### src/rtl/adc_pkg.sv
`default_nettype none
// ============================================================================
//  Module      : adc_pkg
//  Description : Shared types and constants for the ADC scaling path:
//                scaler FSM state encoding, default scale/shift constants
//                and the product-width helper.
//  Revision    : 1.0  initial release
// ============================================================================
package adc_pkg;

  // Scaler FSM states
  typedef enum logic [1:0] {
    IDLE  = 2'd0,
    MUL   = 2'd1,
    SCALE = 2'd2
  } state_t;

  // Default scaling constants; the averager path uses the same pair
  localparam int unsigned ADC_SCALING_FACTOR = 79993;
  localparam int unsigned ADC_SHIFT_FACTOR   = 19;

  // Product width that holds the full sample * constant without overflow
  function automatic int unsigned adc_prod_w(input int unsigned data_w,
                                             input int unsigned scaling);
    return data_w + int'($clog2(scaling)) + 1;
  endfunction

endpackage
`default_nettype wire

### src/rtl/adc_scale_arbiter_rr_arbiter.sv
`default_nettype none
// ============================================================================
//  Module      : rr_arbiter
//  Description : Combinational round-robin arbiter. The search starts one
//                past last_grant and wraps; the first asserted request wins.
//                gnt is one-hot and gated by en; gnt_idx is its index.
//  Revision    : 1.0  initial release
// ============================================================================
module rr_arbiter #(
  parameter  int unsigned N     = 5,
  localparam int unsigned IDX_W = $clog2(N)
) (
  input  logic [N-1:0]     req,
  input  logic [IDX_W-1:0] last_grant,
  input  logic             en,
  output logic [N-1:0]     gnt,
  output logic [IDX_W-1:0] gnt_idx
);

  localparam logic [IDX_W:0] c_n   = (IDX_W+1)'(N);
  localparam logic [IDX_W:0] c_one = (IDX_W+1)'(1);

  logic [IDX_W:0] w_shamt;
  logic [N-1:0]   w_rot;
  logic [IDX_W:0] w_off;
  logic           w_hit;
  logic [IDX_W:0] w_sum;

  // Rotate requests so bit 0 is the channel right after the last grant
  assign w_shamt = {1'b0, last_grant} + c_one;
  assign w_rot   = N'({req, req} >> w_shamt);

  // Find the lowest set bit of the rotated vector (first in search order)
  always_comb begin
    w_off = '0;
    w_hit = 1'b0;
    for (int j = int'(N) - 1; j >= 0; j--) begin
      if (w_rot[j]) begin
        w_hit = 1'b1;
        w_off = (IDX_W+1)'(j);
      end
    end
  end

  // Map the rotated offset back to an absolute channel index and one-hot grant
  always_comb begin
    w_sum = {1'b0, last_grant} + w_off + c_one;
    if (w_sum >= c_n) begin
      w_sum = w_sum - c_n;
    end
    gnt_idx = w_sum[IDX_W-1:0];
    gnt     = '0;
    if (en && w_hit) begin
      gnt = N'(1) << gnt_idx;
    end
  end

endmodule
`default_nettype wire

### src/rtl/adc_scale_arbiter.sv
`default_nettype none
// ============================================================================
//  Module      : adc_scale_arbiter
//  Description : Shares one multiply/shift scaling datapath among NUM_CH
//                ADC channels. Round-robin grant with a one-cycle ack, a
//                3-cycle IDLE->MUL->SCALE sequence and a channel-tagged
//                result pulse.
//  Config      : define ADC_SCALE_SATURATE_EN to clamp results above
//                2^OUT_W-1; otherwise the result is truncated (wraps).
//  Revision    : 1.0  initial release
// ============================================================================
module adc_scale_arbiter
  import adc_pkg::*;
#(
  parameter int unsigned NUM_CH         = 5,
  parameter int unsigned DATA_W         = 16,
  parameter int unsigned OUT_W          = 16,
  parameter int unsigned SCALING_FACTOR = ADC_SCALING_FACTOR,
  parameter int unsigned SHIFT_FACTOR   = ADC_SHIFT_FACTOR
) (
  input  logic                       clk,
  input  logic                       reset,
  input  logic [NUM_CH-1:0]          req,
  input  logic [NUM_CH*DATA_W-1:0]   din,
  output logic [NUM_CH-1:0]          ack,
  output logic                       out_valid,
  output logic [$clog2(NUM_CH)-1:0]  out_ch,
  output logic [OUT_W-1:0]           out_data,
  output logic                       busy
);

  localparam int unsigned CH_W   = $clog2(NUM_CH);
  localparam int unsigned PROD_W = adc_prod_w(DATA_W, SCALING_FACTOR);
  localparam logic [PROD_W-1:0] c_scale     = PROD_W'(SCALING_FACTOR);
  localparam logic [CH_W-1:0]   c_last_init = CH_W'(NUM_CH - 1);

  state_t              r_state;
  state_t              w_state_nxt;
  logic                w_arb_en;
  logic                w_grant;
  logic                w_mul;
  logic                w_scale;
  logic [NUM_CH-1:0]   w_gnt;
  logic [CH_W-1:0]     w_gnt_idx;
  logic [CH_W-1:0]     r_last_grant;
  logic [CH_W-1:0]     r_ch;
  logic [DATA_W-1:0]   r_operand;
  logic [PROD_W-1:0]   r_product;
  logic [OUT_W-1:0]    w_result;
  logic [DATA_W-1:0]   w_din_arr [NUM_CH];

  // Unpack the flat sample bus into one word per channel
  for (genvar k = 0; k < int'(NUM_CH); k++) begin : g_unpack
    assign w_din_arr[k] = din[k*DATA_W +: DATA_W];
  end

  rr_arbiter #(
    .N (NUM_CH)
  ) u_arb (
    .req        (req),
    .last_grant (r_last_grant),
    .en         (w_arb_en),
    .gnt        (w_gnt),
    .gnt_idx    (w_gnt_idx)
  );

`ifdef ADC_SCALE_SATURATE_EN
  localparam int unsigned SH_W = (PROD_W > OUT_W) ? PROD_W : OUT_W + 1;
  localparam logic [SH_W-1:0] c_out_max = (SH_W'(1) << OUT_W) - SH_W'(1);
  logic [SH_W-1:0] w_shifted;
  assign w_shifted = SH_W'(r_product >> SHIFT_FACTOR);
  // Clamp anything that does not fit the output width to full scale
  assign w_result  = (w_shifted > c_out_max) ? {OUT_W{1'b1}} : OUT_W'(w_shifted);
`else
  // Keep only the low OUT_W bits of the shifted product
  assign w_result  = OUT_W'(r_product >> SHIFT_FACTOR);
`endif

  assign busy = (r_state != IDLE);

  // State register
  always_ff @(posedge clk or posedge reset) begin
    if (reset) begin
      r_state <= IDLE;
    end else begin
      r_state <= w_state_nxt;
    end
  end

  // Next-state and datapath enables; requests are only looked at in IDLE
  always_comb begin
    w_state_nxt = r_state;
    w_arb_en    = 1'b0;
    w_grant     = 1'b0;
    w_mul       = 1'b0;
    w_scale     = 1'b0;
    case (r_state)
      IDLE: begin
        w_arb_en = 1'b1;
        if (|w_gnt) begin
          w_grant     = 1'b1;
          w_state_nxt = MUL;
        end
      end
      MUL: begin
        w_mul       = 1'b1;
        w_state_nxt = SCALE;
      end
      SCALE: begin
        w_scale     = 1'b1;
        w_state_nxt = IDLE;
      end
      default: w_state_nxt = IDLE;
    endcase
  end

  // Grant capture, multiply and result registers
  always_ff @(posedge clk or posedge reset) begin
    if (reset) begin
      ack          <= '0;
      out_valid    <= 1'b0;
      out_ch       <= '0;
      out_data     <= '0;
      r_last_grant <= c_last_init;
      r_ch         <= '0;
      r_operand    <= '0;
      r_product    <= '0;
    end else begin
      ack       <= w_grant ? w_gnt : '0;
      out_valid <= w_scale;
      if (w_grant) begin
        r_operand    <= w_din_arr[w_gnt_idx];
        r_ch         <= w_gnt_idx;
        r_last_grant <= w_gnt_idx;
      end
      if (w_mul) begin
        r_product <= PROD_W'(r_operand) * c_scale;
      end
      if (w_scale) begin
        out_data <= w_result;
        out_ch   <= r_ch;
      end
    end
  end

endmodule
`default_nettype wire

### config.mk
export PLATFORM = sky130hd
export DESIGN_NAME = adc_scale_arbiter
export DESIGN_NICKNAME = d
export VERILOG_FILES = /design/src/rtl/adc_pkg.sv /design/src/rtl/adc_scale_arbiter_rr_arbiter.sv /design/src/rtl/adc_scale_arbiter.sv
export SDC_FILE = /design/constraint.sdc
export NUM_CORES = 1
export LEC_CHECK = 0
export CAP_MARGIN = 40
export CORE_MARGIN = 3
export CORE_UTILIZATION = 45
export CTS_BUF_LIST = sky130_fd_sc_hd__clkbuf_4 sky130_fd_sc_hd__clkbuf_8
export CTS_CLUSTER_SIZE = 25
export DETAILED_ROUTE_END_ITERATION = 7
export PLACE_DENSITY = 0.67
export SYNTH_ARGS = -nofsm -noshare
export SYNTH_HDL_FRONTEND = slang
export SYNTH_SLANG_ARGS = --single-unit
### constraint.sdc
create_clock -name clk -period 6.7 [get_ports clk]
set_input_delay 2.01 -clock clk [delete_from_list [all_inputs] [get_ports clk]]
set_output_delay 2.01 -clock clk [all_outputs]
set_load 0.02 [all_outputs]
Word level (Yosys, flattened, before mapping)
Index checks and enable logic that the tools add are counted.
{"block": "op_classes", "n_addsub": 4, "multipliers": 1, "order_cmp": 2, "eq_ne": 3, "shift": 2, "mux": 23, "bitwise": 1, "reduce_logical": 4}
{"op": "$bmux W16 S3", "n": 1}
{"op": "$mul A16 B17 Y33 const B", "n": 1}
{"op": "$mux W16", "n": 2}
{"op": "$mux W3", "n": 6}
{"op": "$mux W1", "n": 10}
{"op": "$mux W5", "n": 2}
{"op": "$shr A10 B4 Y5", "n": 1}
{"op": "$reduce_or A5 Y1", "n": 1}
{"op": "$shl A1 B3 Y5 const A", "n": 1}
{"op": "$add A3 B1 Y4 const B", "n": 1}
{"op": "$add A3 B3 Y4", "n": 1}
{"op": "$add A4 B1 Y4 const B", "n": 1}
{"op": "$ge A4 B3 Y1 const B", "n": 1}
{"op": "$ge A4 B4 Y1 const B", "n": 1}
{"op": "$not A3 Y4", "n": 1}
{"op": "$pmux W2 S2", "n": 1}
{"op": "$sub A3 B3 Y3 const B", "n": 1}
{"op": "$eq A2 B1 Y1 const B", "n": 1}
{"op": "$eq A2 B2 Y1 const B", "n": 1}
{"op": "$logic_not A2 Y1", "n": 1}
{"op": "$mux W2", "n": 1}
{"op": "$ne A2 B2 Y1 const B", "n": 1}
{"op": "$reduce_bool A2 Y1", "n": 1}
{"op": "$logic_and A1 B1 Y1", "n": 1}
{"block": "word_totals", "reg_bits": 80, "inputBits": 87, "wordCells": 49}

Longest topological paths before layout
Gate-level depths: netlist of the first run.
{"block": "logic_depth", "word_depth": 17, "depth_mapped": 22}

Hierarchy
A second synthesis of the first run with hierarchy kept.
{"block": "hier_totals", "hier_cells": 784, "hier_area_um2": 7877.6}
{"module": "adc_scale_arbiter", "instances": 1, "cells_each": 701, "area_per_inst_um2": 7219.4, "seq_area_each_um2": 1477.7}
{"module": "rr_arbiter", "instances": 1, "cells_each": 83, "area_per_inst_um2": 658.1, "seq_area_each_um2": 0.0}

Worst setup path before layout of the first run
Ideal clock, no wire load.
{"block": "synth_path", "kind": "input to register", "startpoint": "input req[1]", "endpoint": "register r_operand[10]", "setup_ps": 125, "arrival_ps": 5782, "t_required_ps": 6575, "slack_ps": 794, "stages": 16, "n_path_buf": 4, "path_cell_list": "mux4_2 > nor2_2 > nand2_1 > a21oi_2 > and2b_2 > fa_1 > buf_2 > buf_1 > inv_1 > ha_1 > buf_2 > clkbuf_1 > mux4_2 > mux2i_1 > o21ai_0 > mux2_2"}
{"block": "synth_via", "elab_chain_cells": 15}
{"item": "from (decl)", "line": "adc_scale_arbiter.sv:23", "text": "input logic [NUM_CH-1:0] req,"}
{"item": "$shr A10 B4 Y5 *", "line": "adc_scale_arbiter_rr_arbiter.sv:31", "text": "assign w_rot = N'({req, req} >> w_shamt);"}
{"item": "$mux W3 (5 in series)", "line": "adc_scale_arbiter_rr_arbiter.sv:38", "text": "if (w_rot[j]) begin"}
{"item": "$add A3 B3 Y4", "line": "adc_scale_arbiter_rr_arbiter.sv:47", "text": "w_sum = {1'b0, last_grant} + w_off + c_one;"}
{"item": "$add A4 B1 Y4", "line": "adc_scale_arbiter_rr_arbiter.sv:47"}
{"item": "$ge A4 B3 Y1 or $sub A3 B3 Y3 (tied branches)", "line": "adc_scale_arbiter_rr_arbiter.sv:48, adc_scale_arbiter_rr_arbiter.sv:49"}
{"item": "$mux W3", "line": "adc_scale_arbiter_rr_arbiter.sv:48", "text": "if (w_sum >= c_n) begin"}
{"item": "$shl A1 B3 Y5", "line": "adc_scale_arbiter_rr_arbiter.sv:54", "text": "gnt = N'(1) << gnt_idx;"}
{"item": "$mux W5", "line": "adc_scale_arbiter_rr_arbiter.sv:53", "text": "if (en && w_hit) begin"}
{"item": "$reduce_or A5 Y1", "line": "adc_scale_arbiter.sv:100", "text": "if (|w_gnt) begin"}
{"item": "$mux W1", "line": "adc_scale_arbiter.sv:100"}
{"item": "$mux W1", "line": "adc_scale_arbiter.sv:97", "text": "case (r_state)"}
{"item": "to (signal assigned)", "line": "adc_scale_arbiter.sv:132", "text": "r_operand <= w_din_arr[w_gnt_idx];"}
{"item": "to (decl)", "line": "adc_scale_arbiter.sv:47", "text": "logic [DATA_W-1:0] r_operand;"}
Every way passes the cells marked *; elsewhere a longest branch is shown, timed or not. The select of a mux whose other input is x is not followed.
A chain may end at the register's enable or synchronous reset.

Final worst setup path of the first run
{"block": "layout_path", "startpoint": "register r_operand[1]", "endpoint": "register r_product[30]"}
{"block": "layout_via", "elab_chain_cells": 1}
{"item": "$mul A16 B17 Y33", "line": "adc_scale_arbiter.sv:137", "text": "r_product <= PROD_W'(r_operand) * c_scale;"}
{"item": "to (signal assigned)", "line": "adc_scale_arbiter.sv:137"}
{"item": "to (decl)", "line": "adc_scale_arbiter.sv:48", "text": "logic [PROD_W-1:0] r_product;"}
No other way between the ends.

==> results of run 1 <==
[how the worst max path moves through the flow]
stage | startpoint | to | slack (ps) | cells after the start
6_report | r_operand[1] | r_product[30] | 830 | 16
5_1_grt | r_operand[1] | r_product[30] | 510 | 16
4_1_cts | r_operand[1] | r_product[30] | 850 | 16
3_5_place_dp | req[4] | r_operand[10] | 650 | 17
3_3_place_gp | req[4] | r_operand[14] | 730 | 17
2_1_floorplan | req[1] | r_operand[10] | 790 | 16
[synth_stat cells (11+ instances only)]
master / instances / area share, %
a21oi_1: 21 / 1.2
clkbuf_1: 17 / 0.76
dfrtp_1: 58 / 17
fa_1: 73 / 17
ha_1: 142 / 21
inv_1: 141 / 6.3
mux2_2: 31 / 4.1
mux2i_1: 37 / 4.4
mux4_2: 30 / 8.0
nand2_1: 48 / 2.1
nand3_1: 11 / 0.65
nor2_1: 29 / 1.3
o21ai_0: 37 / 2.2
[area by class of cell]
type                       count  area, µm²  area share [%]
multi-input combinational    585       6262           62.92
sequential                    59       1478           14.85
timing repair buffer         123       1199           12.04
inverter                     142      533.0           5.356
tap                          229      286.5           2.879
clock buffer                  11      138.9           1.396
clock inverter                 5      55.05          0.5532
[routing by layer]
metal,GRT usage (%),up-vias,wire length [µm]
met5,0,-,0
met4,4.552,0,310
met3,2.478,20,521
met2,32.25,93,9418
met1,27.36,3062,8920
li1,-,3034,-
[cell families (layout without fill, tap and decap cells)]
| family | count (synthesis) | in the layout |
|---|---|---|
| AO/OA/AOI/OAI | 120 | 120 |
| XOR/XNOR | 7 | 7 |
| adder cells (fa/ha/maj) | 215 | 215 |
| buffers and inverters | 174 | 281 |
| flip-flops | 59 | 59 |
| multiplexers | 102 | 102 |
| other | 1 | 2 |
| AND/OR/NAND/NOR | 139 | 139 |
[per-stage QoR]
stage | hold WS (ps) | utilization [%] | area, µm²
3_3_place_gp | 463.3 | 53.59 | 9758
6_report | 478.0 | 54.66 | 9952
4_1_cts | 481.6 | 54.66 | 9952
3_5_place_dp | 466.3 | 53.59 | 9758
2_1_floorplan | 443.3 | - | 8446
5_1_grt | 495.5 | 54.66 | 9952
[critical path: cells and delay by family, from the launching register on]
kind / cells / cell delay (ps)
fa+ha+maj: 7 / 2720
compound gates: 6 / 2260
flops: 1 / 520
simple gates: 1 / 200
buf+inv: 2 / 100
[registers in the layout (all words and copies together), names as in the netlist]
signal / flops
ack: 5
out_ch: 3
out_data: 14
out_valid: 1
r_ch: 1
r_last_grant: 3
r_operand: 16
r_product: 14
r_state: 2
==> results.tsv, run 1 <==
stage	metric	value	unit
layout	antenna_cells	0	
setup_path	worst_ep_arrival_time	6180	ps
synth	synth_seq_cells	59	
clock_network	ctsResizeCount	0	
synth	synth_top_family_by_area	adder cells	
drt	finalWirelength	19.17	mm
synth	synthMuxAreaShare	17.24	%
hold_path	min_to	r_product[22]	
synth	ys_types	66	
drt	drc_errors	0	
layout	drive_gt1_share	12.00	%
hold_path	min_from	r_product[22]	
setup_path	cp_slowest_cell	a221oi_1	
clock_network	cts_buffer_depth	2	
synth	synth_fa_ha_area_share	38.36	%
setup_path	r2r_setup_slack	830	ps
floorplanning	coreArea	0.01821	mm²
floorplanning	fp.dieH	143.0	µm
place	gp_congestion	0.8784	
sta	finalSetupViolCount	0	
setup_path	crit_type	reg -> reg	
grt	antenna_found_initial	0	
flow_run	drv_cap	0	
layout	fillers	1589	
setup_path	critPathRequiredTime	7000	ps
sta	rsz0062_at_grt	false	
setup_path	crit_path_frequent_cell	ha_1	
clock_network	cts_inserted_buffers	9	
synth	synthXorXnorAreaFrac	0.7262	%
clock_network	hold_buffers	0	
synth	synthArstFlopShare	100.0	%
grt	first_global_vias	6401	
sta	min_period_over_period	87.65	%
floorplanning	initial_core_util	46.36	%
sta	period_needed	5873	ps
sta	fmax	170.3	MHz
clock_network	cts_setup_buffers	0	
clock_network	clockRootBuffer	clkbuf_8	
drt	drt-pass1-iter-count	4	
drt	num_vias	6209	
place	pre_cts_slack	651.7	ps
sta	clock-skew-final	10.74	ps
synth	synth_seq_area_share	17.50	%
drt	viasPerCell	5.380	
hold_path	hold_depth	2	
clock_network	cts_tree	yes	
layout	layout_common_cells	ha_1, inv_1, clkdlybuf4s50_1, fa_1, dfrtp_1	
grt	grt_pass1_wl	31.89	mm
setup_path	critPathCaptureType	flip-flop	
place	dpl.hpwl	16.22	mm
clock_network	cts.clk_slew.worst_paths	80	ps
sta	relSlewSlack	48.14	%
synth	synth_compound_area_share	9.619	%
grt	track_usage	19.46	%
sta	final-hold-violation-count	0	
place	port_buffers	110	
synth	netlist_area	0.008442	mm²
setup_path	crit_path_cell_trace	fa_1 > ha_1 > ha_1 > ha_1 > inv_1 > fa_1 > fa_1 > inv_1 > ha_1 > and4_1 > a221oi_1 > a211oi_1 > a21o_1 > a311oi_1 > o311a_1 > a211o_1	
grt	grt_max_degree	60	
layout	area_delta_synth_final	17.89	%
sta	tightest_slew	777.9	ps
grt	grt-ovfl-total	0	
layout	final_common_cell	ha_1	
status	status	finished clean	
layout	stdcell_count	1154	
place	place_inst	1138	
synth	synth-simple-area-share	8.122	%
sta	finalSetupTns	0	ps
setup_path	worst-path-max-fanout	6	
synth	netlist_instances	817	
setup_path	reg2reg_to	r_product[30]	
floorplanning	die_area	0.02044	mm²
setup_path	rr_worst_depth	16	
hold_path	hold_class	reg -> reg	
synth	synth_edf_count	0	
clock_network	htree_levels	3	
clock_network	clk_latency	360	ps
drt	first_iter_violations	319	
sta	slew_viol_final	0	
floorplanning	die_w	143.0	µm
floorplanning	rows	49	
drt	wl_per_cell	16.61	µm
drt	final_antenna_net_count	0	
floorplanning	io_pins	113	
setup_path	critPathMaxStageDelay	650	ps
sta	layout_setup_ws	827.2	ps
synth	synth_warnings	0	
layout	fin_nets	1222	
synth	syn_avg_cell_area	10.33	µm²
setup_path	critPathLaunchType	flip-flop	
clock_network	numClockSinks	59	
setup_path	worstReg2RegStart	r_operand[1]	
synth	ys.flop_type	dfrtp_1	
Power of run 1 is not shown: default switching activity piles up to over one toggle a cycle in this logic, so the estimate is an artifact.
==> inputs of run 2 (changes only) <==
Settings changed: CELL_PAD_IN_SITES_DETAIL_PLACEMENT from default to 1, CELL_PAD_IN_SITES_GLOBAL_PLACEMENT from default to 1, PLACE_DENSITY 0.67 to default, PLACE_DENSITY_LB_ADDON from default to 0.1.
==> run 2 against run 1 <==
Net effect:
- fmax down 1.3%
- register-to-register slack worse by 70 ps
- count of clock-buffer cells in the layout down 2
- die area unchanged
- via count up 3.9%
- final area down 0.33%
- critical path type unchanged
- non-clock buffer count down 2
- critical path depth up 2
- sequential cell count unchanged
- sequential share of layout area about the same
- clock skew up 3.0 ps
- wire length up 15%
==> results.tsv, run 2 (synthesis gave the netlist of run 1 again) <==
stage	metric	value	unit	change
drt	num_vias	6453		was 6,209
setup_path	crit_path_cell_trace	fa_1 > ha_1 > inv_1 > fa_1 > inv_1 > fa_1 > fa_1 > inv_1 > fa_1 > inv_1 > ha_1 > a211oi_1 > nor2_1 > a211o_1 > a21o_1 > a311oi_1 > o311a_1 > a211o_1		was fa_1 > ha_1 > ha_1 > ha_1 > inv_1 > fa_1 > fa_1 > inv_1 > ha_1 > and4_1 > a221oi_1 > a211oi_1 > a21o_1 > a311oi_1 > o311a_1 > a211o_1
drt	wl_met3	659	µm	was 521 µm
setup_path	crit_start	r_operand[10]		was r_operand[1]
setup_path	rr_worst_depth	18		was 16
layout	largest_register_ffs	16		unchanged
sta	tightest_slew	749.8	ps	was 777.9 ps
layout	reg_top3	r_operand (16), out_data (14), r_product (14)		unchanged
drt	wl_per_cell	19.19	µm	was 16.61 µm
setup_path	critPathRequiredTime	7000	ps	about the same
layout	antenna_cells	0		unchanged
setup_path	reg2reg_to	r_product[30]		unchanged
clock_network	cts.clk_slew.worst_paths	70	ps	was 80 ps
drt	final_antenna_net_count	0		unchanged
drt	drc_errors	0		unchanged
sta	fmax	168.1	MHz	was 170.3 MHz
setup_path	cp-endpoint	r_product[30]		unchanged
floorplanning	fp.dieH	143.0	µm	unchanged
clock_network	htree_levels	3		unchanged
status	status	finished clean		unchanged
layout	ff_latch_area	0.001478	mm²	unchanged
setup_path	cp_slowest_cell	a311oi_1		was a221oi_1
floorplanning	die_w	143.0	µm	unchanged
grt	grt_pass1_wl	36.67	mm	was 31.89 mm
drt	drt-met1-wl	9.860	mm	was 8.920 mm
clock_network	hold_buffers	0		unchanged
drt	wl_met2	11.32	mm	was 9.418 mm
sta	period_needed	5947	ps	was 5873 ps
layout	multi_input_area	0.006262	mm²	unchanged
grt	grt-ovfl-total	0		unchanged
layout	final_common_cell	ha_1		unchanged
grt	track_usage	22.51	%	was 19.46%
grt	first_global_vias	7265		was 6,401
clock_network	clockRootBuffer	clkbuf_8		unchanged
sta	relSlewSlack	49.67	%	was 48.14%
place	dpl.hpwl	19.00	mm	was 16.22 mm
sta	clock-skew-final	13.78	ps	was 10.74 ps
layout	top_register	r_operand		unchanged
setup_path	r2r_setup_slack	750	ps	was 830 ps
layout	fillers	2025		was 1,589
drt	first_iter_violations	217		was 319
layout	area_delta_synth_final	17.50	%	was 17.89%
clock_network	cts_setup_buffers	0		unchanged
setup_path	worstReg2RegStart	r_operand[10]		was r_operand[1]
setup_path	worst-path-max-fanout	7		was 6
clock_network	cts_buffer_depth	2		unchanged
sta	rsz0062_at_grt	false		unchanged
layout	drive_gt1_share	11.81	%	was 12.00%
drt	drt-pass1-iter-count	5		was 4
sta	min_period_over_period	88.77	%	was 87.65%
floorplanning	rows	49		unchanged
clock_network	clk_latency	370	ps	was 360 ps
grt	grt_max_degree	60		unchanged
setup_path	worst_ep_arrival_time	6250	ps	was 6180 ps
flow_run	drv_cap	0		unchanged
sta	slew_viol_final	0		unchanged
hold_path	hold_class	reg -> reg		unchanged
grt	antenna_found_initial	0		unchanged
setup_path	critPathCaptureType	flip-flop		unchanged
clock_network	ctsResizeCount	0		unchanged
setup_path	critPathMaxStageDelay	670	ps	was 650 ps
sta	finalSetupTns	0	ps	unchanged
floorplanning	coreArea	0.01821	mm²	unchanged
drt	viasPerCell	5.602		was 5.380
drt	finalWirelength	22.11	mm	was 19.17 mm
setup_path	critPathLaunchType	flip-flop		unchanged
place	port_buffers	110		unchanged
floorplanning	initial_core_util	46.36	%	unchanged
floorplanning	die_area	0.02044	mm²	unchanged
drt	top_layer	met4		unchanged
place	gp_congestion	0.8914		was 0.8784
layout	layout_common_cells	ha_1, inv_1, clkdlybuf4s50_1, fa_1, dfrtp_1		unchanged
sta	finalSetupViolCount	0		unchanged
setup_path	crit_path_frequent_cell	fa_1		was ha_1
floorplanning	io_pins	113		unchanged
layout	fin_nets	1220		was 1,222
setup_path	crit_type	reg -> reg		unchanged
sta	final-hold-violation-count	0		unchanged
clock_network	cts_tree	yes		unchanged
clock_network	numClockSinks	59		unchanged
clock_network	cts_inserted_buffers	9		unchanged
-- run 2: worst min path at each step --
stage                   from       endpoint  cells past startpoint
2_1_floorplan  r_product[25]  r_product[25]                      2
6_report       r_product[21]  r_product[21]                      2
3_5_place_dp   r_product[22]  r_product[22]                      2
3_3_place_gp   r_product[19]  r_product[19]                      2
4_1_cts        r_product[22]  r_product[22]                      2
5_1_grt        r_product[20]  r_product[20]                      2
-- run 2: metrics by stage --
step	hold WS [ps]	area (µm²)	util (%)	instances	setup slack (ps)
3_3_place_gp	457.9	9743	53.51	1136	713.4
2_1_floorplan	443.3	8446	-	818	793.7
6_report	487.0	9920	54.48	1152	752.6
5_1_grt	520.3	9920	54.48	1152	495.7
3_5_place_dp	475.2	9743	53.51	1136	453.1
4_1_cts	493.1	9920	54.48	1152	786.4
-- run 2: area by class of cell --
class	instances	share of cell area, %
Sequential cell	59	14.90
Multi-Input combinational cell	585	63.13
Timing Repair Buffer	121	11.93
Clock buffer	9	1.249
Clock inverter	7	0.5298
Tap cell	229	2.888
Inverter	142	5.373
-- run 2: metal layers --
metal  vias to the layer above  global-route usage [%]
li1                       3027                       -
met1                      3288                   28.84
met2                       117                   40.36
met3                        21                   3.516
met4                         0                   4.702
met5                         -                       0
-- run 2: critical path, delay by kind of cell (launching register included) --
family | cells | cell delay (ps)
DFF | 1 | 480
and+or+nand+nor | 1 | 70
AOI/OAI and AO/OA | 6 | 1820
adders and majority gates | 7 | 3300
buffers and inverters | 4 | 210
Power of run 2 is left out for the same reason.
==> inputs of run 3 (changes only) <==
Settings changed: MAX_ROUTING_LAYER from default to met4.
==> run 3 against run 2 <==
Net effect:
- setup slack improved by 54 ps
- register-to-register slack improved by 50 ps
- sequential cell count unchanged
- final area is the same
- die area unchanged
- count of clock-buffer cells in the layout stayed put
- wire length is 1.0% lower
- via count down 0.33%
- hold slack better by 2.3 ps
- utilization unchanged
- sequential share of layout area stayed put
==> results.tsv, run 3 (synthesis gave the netlist of run 1 again) <==
stage	metric	value	unit	change
status	status	finished clean		unchanged
sta	finalSetupTns	0	ps	unchanged
layout	fin_nets	1220		unchanged
flow_run	drv_cap	0		unchanged
drt	finalWirelength	21.89	mm	was 22.11 mm
hold_path	hold_class	reg -> reg		unchanged
floorplanning	io_pins	113		unchanged
place	dpl.hpwl	18.68	mm	was 19.00 mm
sta	period_needed	5894	ps	was 5947 ps
drt	drt-pass1-iter-count	4		was 5
hold_path	min_to	r_product[25]		was r_product[21]
setup_path	rr_worst_depth	18		unchanged
layout	ff_latch_area	0.001478	mm²	unchanged
sta	finalSetupViolCount	0		unchanged
sta	rsz0062_at_grt	false		unchanged
place	port_buffers	110		unchanged
sta	tightest_slew	761.8	ps	was 749.8 ps
setup_path	r2r_setup_slack	810	ps	was 750 ps
setup_path	cp_slowest_cell	a311oi_1		unchanged
setup_path	crit_path_frequent_cell	fa_1		unchanged
clock_network	hold_buffers	0		unchanged
layout	top_register	r_operand		unchanged
layout	drive_gt1_share	11.81	%	unchanged
setup_path	worstReg2RegStart	r_operand[10]		unchanged
setup_path	worst-path-max-fanout	7		unchanged
grt	grt-ovfl-total	0		unchanged
setup_path	worst_ep_arrival_time	6200	ps	was 6250 ps
layout	largest_register_ffs	16		unchanged
drt	final_antenna_net_count	0		unchanged
clock_network	cts_inserted_buffers	9		unchanged
layout	area_delta_synth_final	17.50	%	unchanged
grt	track_usage	22.90	%	was 22.51%
floorplanning	initial_core_util	46.36	%	unchanged
setup_path	critical_path.top_delay_family	adder cells		unchanged
layout	reg_top3	r_operand (16), out_data (14), r_product (14)		unchanged
floorplanning	die_area	0.02044	mm²	unchanged
setup_path	critPathMaxStageDelay	620	ps	was 670 ps
floorplanning	die_w	143.0	µm	unchanged
drt	drc_errors	0		unchanged
setup_path	path_buf_inv	4		unchanged
clock_network	htree_levels	3		unchanged
setup_path	critPathRequiredTime	7010	ps	was 7000 ps
layout	antenna_cells	0		unchanged
clock_network	clockRootBuffer	clkbuf_8		unchanged
floorplanning	fp.dieH	143.0	µm	unchanged
setup_path	critPathCaptureType	flip-flop		unchanged
grt	first_global_vias	7237		was 7,265
clock_network	cts_tree	yes		unchanged
sta	clock-skew-final	16.63	ps	was 13.78 ps
drt	first_iter_violations	186		was 217
grt	grt_max_degree	60		unchanged
layout	final_common_cell	ha_1		unchanged
clock_network	ctsResizeCount	0		unchanged
grt	grt_pass1_wl	36.18	mm	was 36.67 mm
clock_network	clk_latency	370	ps	about the same
hold_path	min_from	r_product[25]		was r_product[21]
clock_network	cts_buffer_depth	2		unchanged
drt	viasPerCell	5.583		was 5.602
clock_network	numClockSinks	59		unchanged
layout	multi_input_area	0.006262	mm²	unchanged
setup_path	critPathLaunchType	flip-flop		unchanged
layout	fillers	2025		unchanged
sta	min_period_over_period	87.96	%	was 88.77%
floorplanning	coreArea	0.01821	mm²	unchanged
setup_path	crit_type	reg -> reg		unchanged
sta	relSlewSlack	49.21	%	was 49.67%
setup_path	reg2reg_to	r_product[30]		unchanged
layout	layout_common_cells	ha_1, inv_1, clkdlybuf4s50_1, fa_1, dfrtp_1		unchanged
drt	wl_per_cell	19.00	µm	was 19.19 µm
setup_path	crit_path_cell_trace	fa_1 > ha_1 > inv_1 > fa_1 > inv_1 > fa_1 > fa_1 > inv_1 > fa_1 > inv_1 > ha_1 > a211oi_1 > nor2_1 > a211o_1 > a21o_1 > a311oi_1 > o311a_1 > a211o_1		unchanged
sta	final-hold-violation-count	0		unchanged
clock_network	cts.clk_slew.worst_paths	80	ps	was 70 ps
drt	num_vias	6432		was 6,453
place	gp_congestion	0.9019		was 0.8914
clock_network	cts_setup_buffers	0		unchanged
sta	slew_viol_final	0		unchanged
sta	fmax	169.7	MHz	was 168.1 MHz
grt	antenna_found_initial	0		unchanged
hold_path	hold_depth	2		unchanged
floorplanning	rows	49		unchanged
==> run 3: worst reg2reg max path: cells and delay by family (launching register included) <==
kind | cells | cell delay (ps)
fa+ha+maj | 7 | 3290
simple gates | 1 | 80
buf+inv | 4 | 220
flops | 1 | 500
compound gates | 6 | 1750
==> run 3: how the worst max path moves through the flow <==
stage                     to          start  slack [ps]  depth (start not counted)
5_1_grt        r_product[30]  r_operand[10]         430                         18
3_3_place_gp   r_operand[10]         req[4]         700                         17
6_report       r_product[30]  r_operand[10]         810                         18
4_1_cts        r_product[31]  r_operand[10]         780                         19
3_5_place_dp    r_operand[0]         req[4]         460                         19
2_1_floorplan  r_operand[10]         req[1]         790                         16
==> run 3: per-layer routing <==
layer	vias up	part of all wire, %	global-route usage, %
met5	-	0	-
met4	0	1.4	5.153
met3	24	2.8	3.215
met2	118	51	39.17
met1	3265	45	28.98
li1	3025	-	-
==> run 3: cell type report <==
cell class                 count  area share [%]
clock inverter                 7          0.5298
timing repair buffer         121           11.93
clock buffer                   9           1.249
sequential                    59           14.90
tap                          229           2.888
multi-input combinational    585           63.13
inverter                     142           5.373
==> run 3: stage by stage <==
stage / cell area (µm²) / util (%) / instances / hold slack [ps] / setup slack [ps]
after floorplan: 8446 / - / 818 / 443.3 / 793.7
after global placement: 9743 / 53.51 / 1136 / 457.9 / 700.2
after detailed placement: 9743 / 53.51 / 1136 / 472.1 / 462.6
after CTS: 9920 / 54.48 / 1152 / 489.9 / 776.2
after global routing: 9920 / 54.48 / 1152 / 520.2 / 433.9
final: 9920 / 54.48 / 1152 / 489.3 / 806.4
Power of run 3 is left out for the same reason.
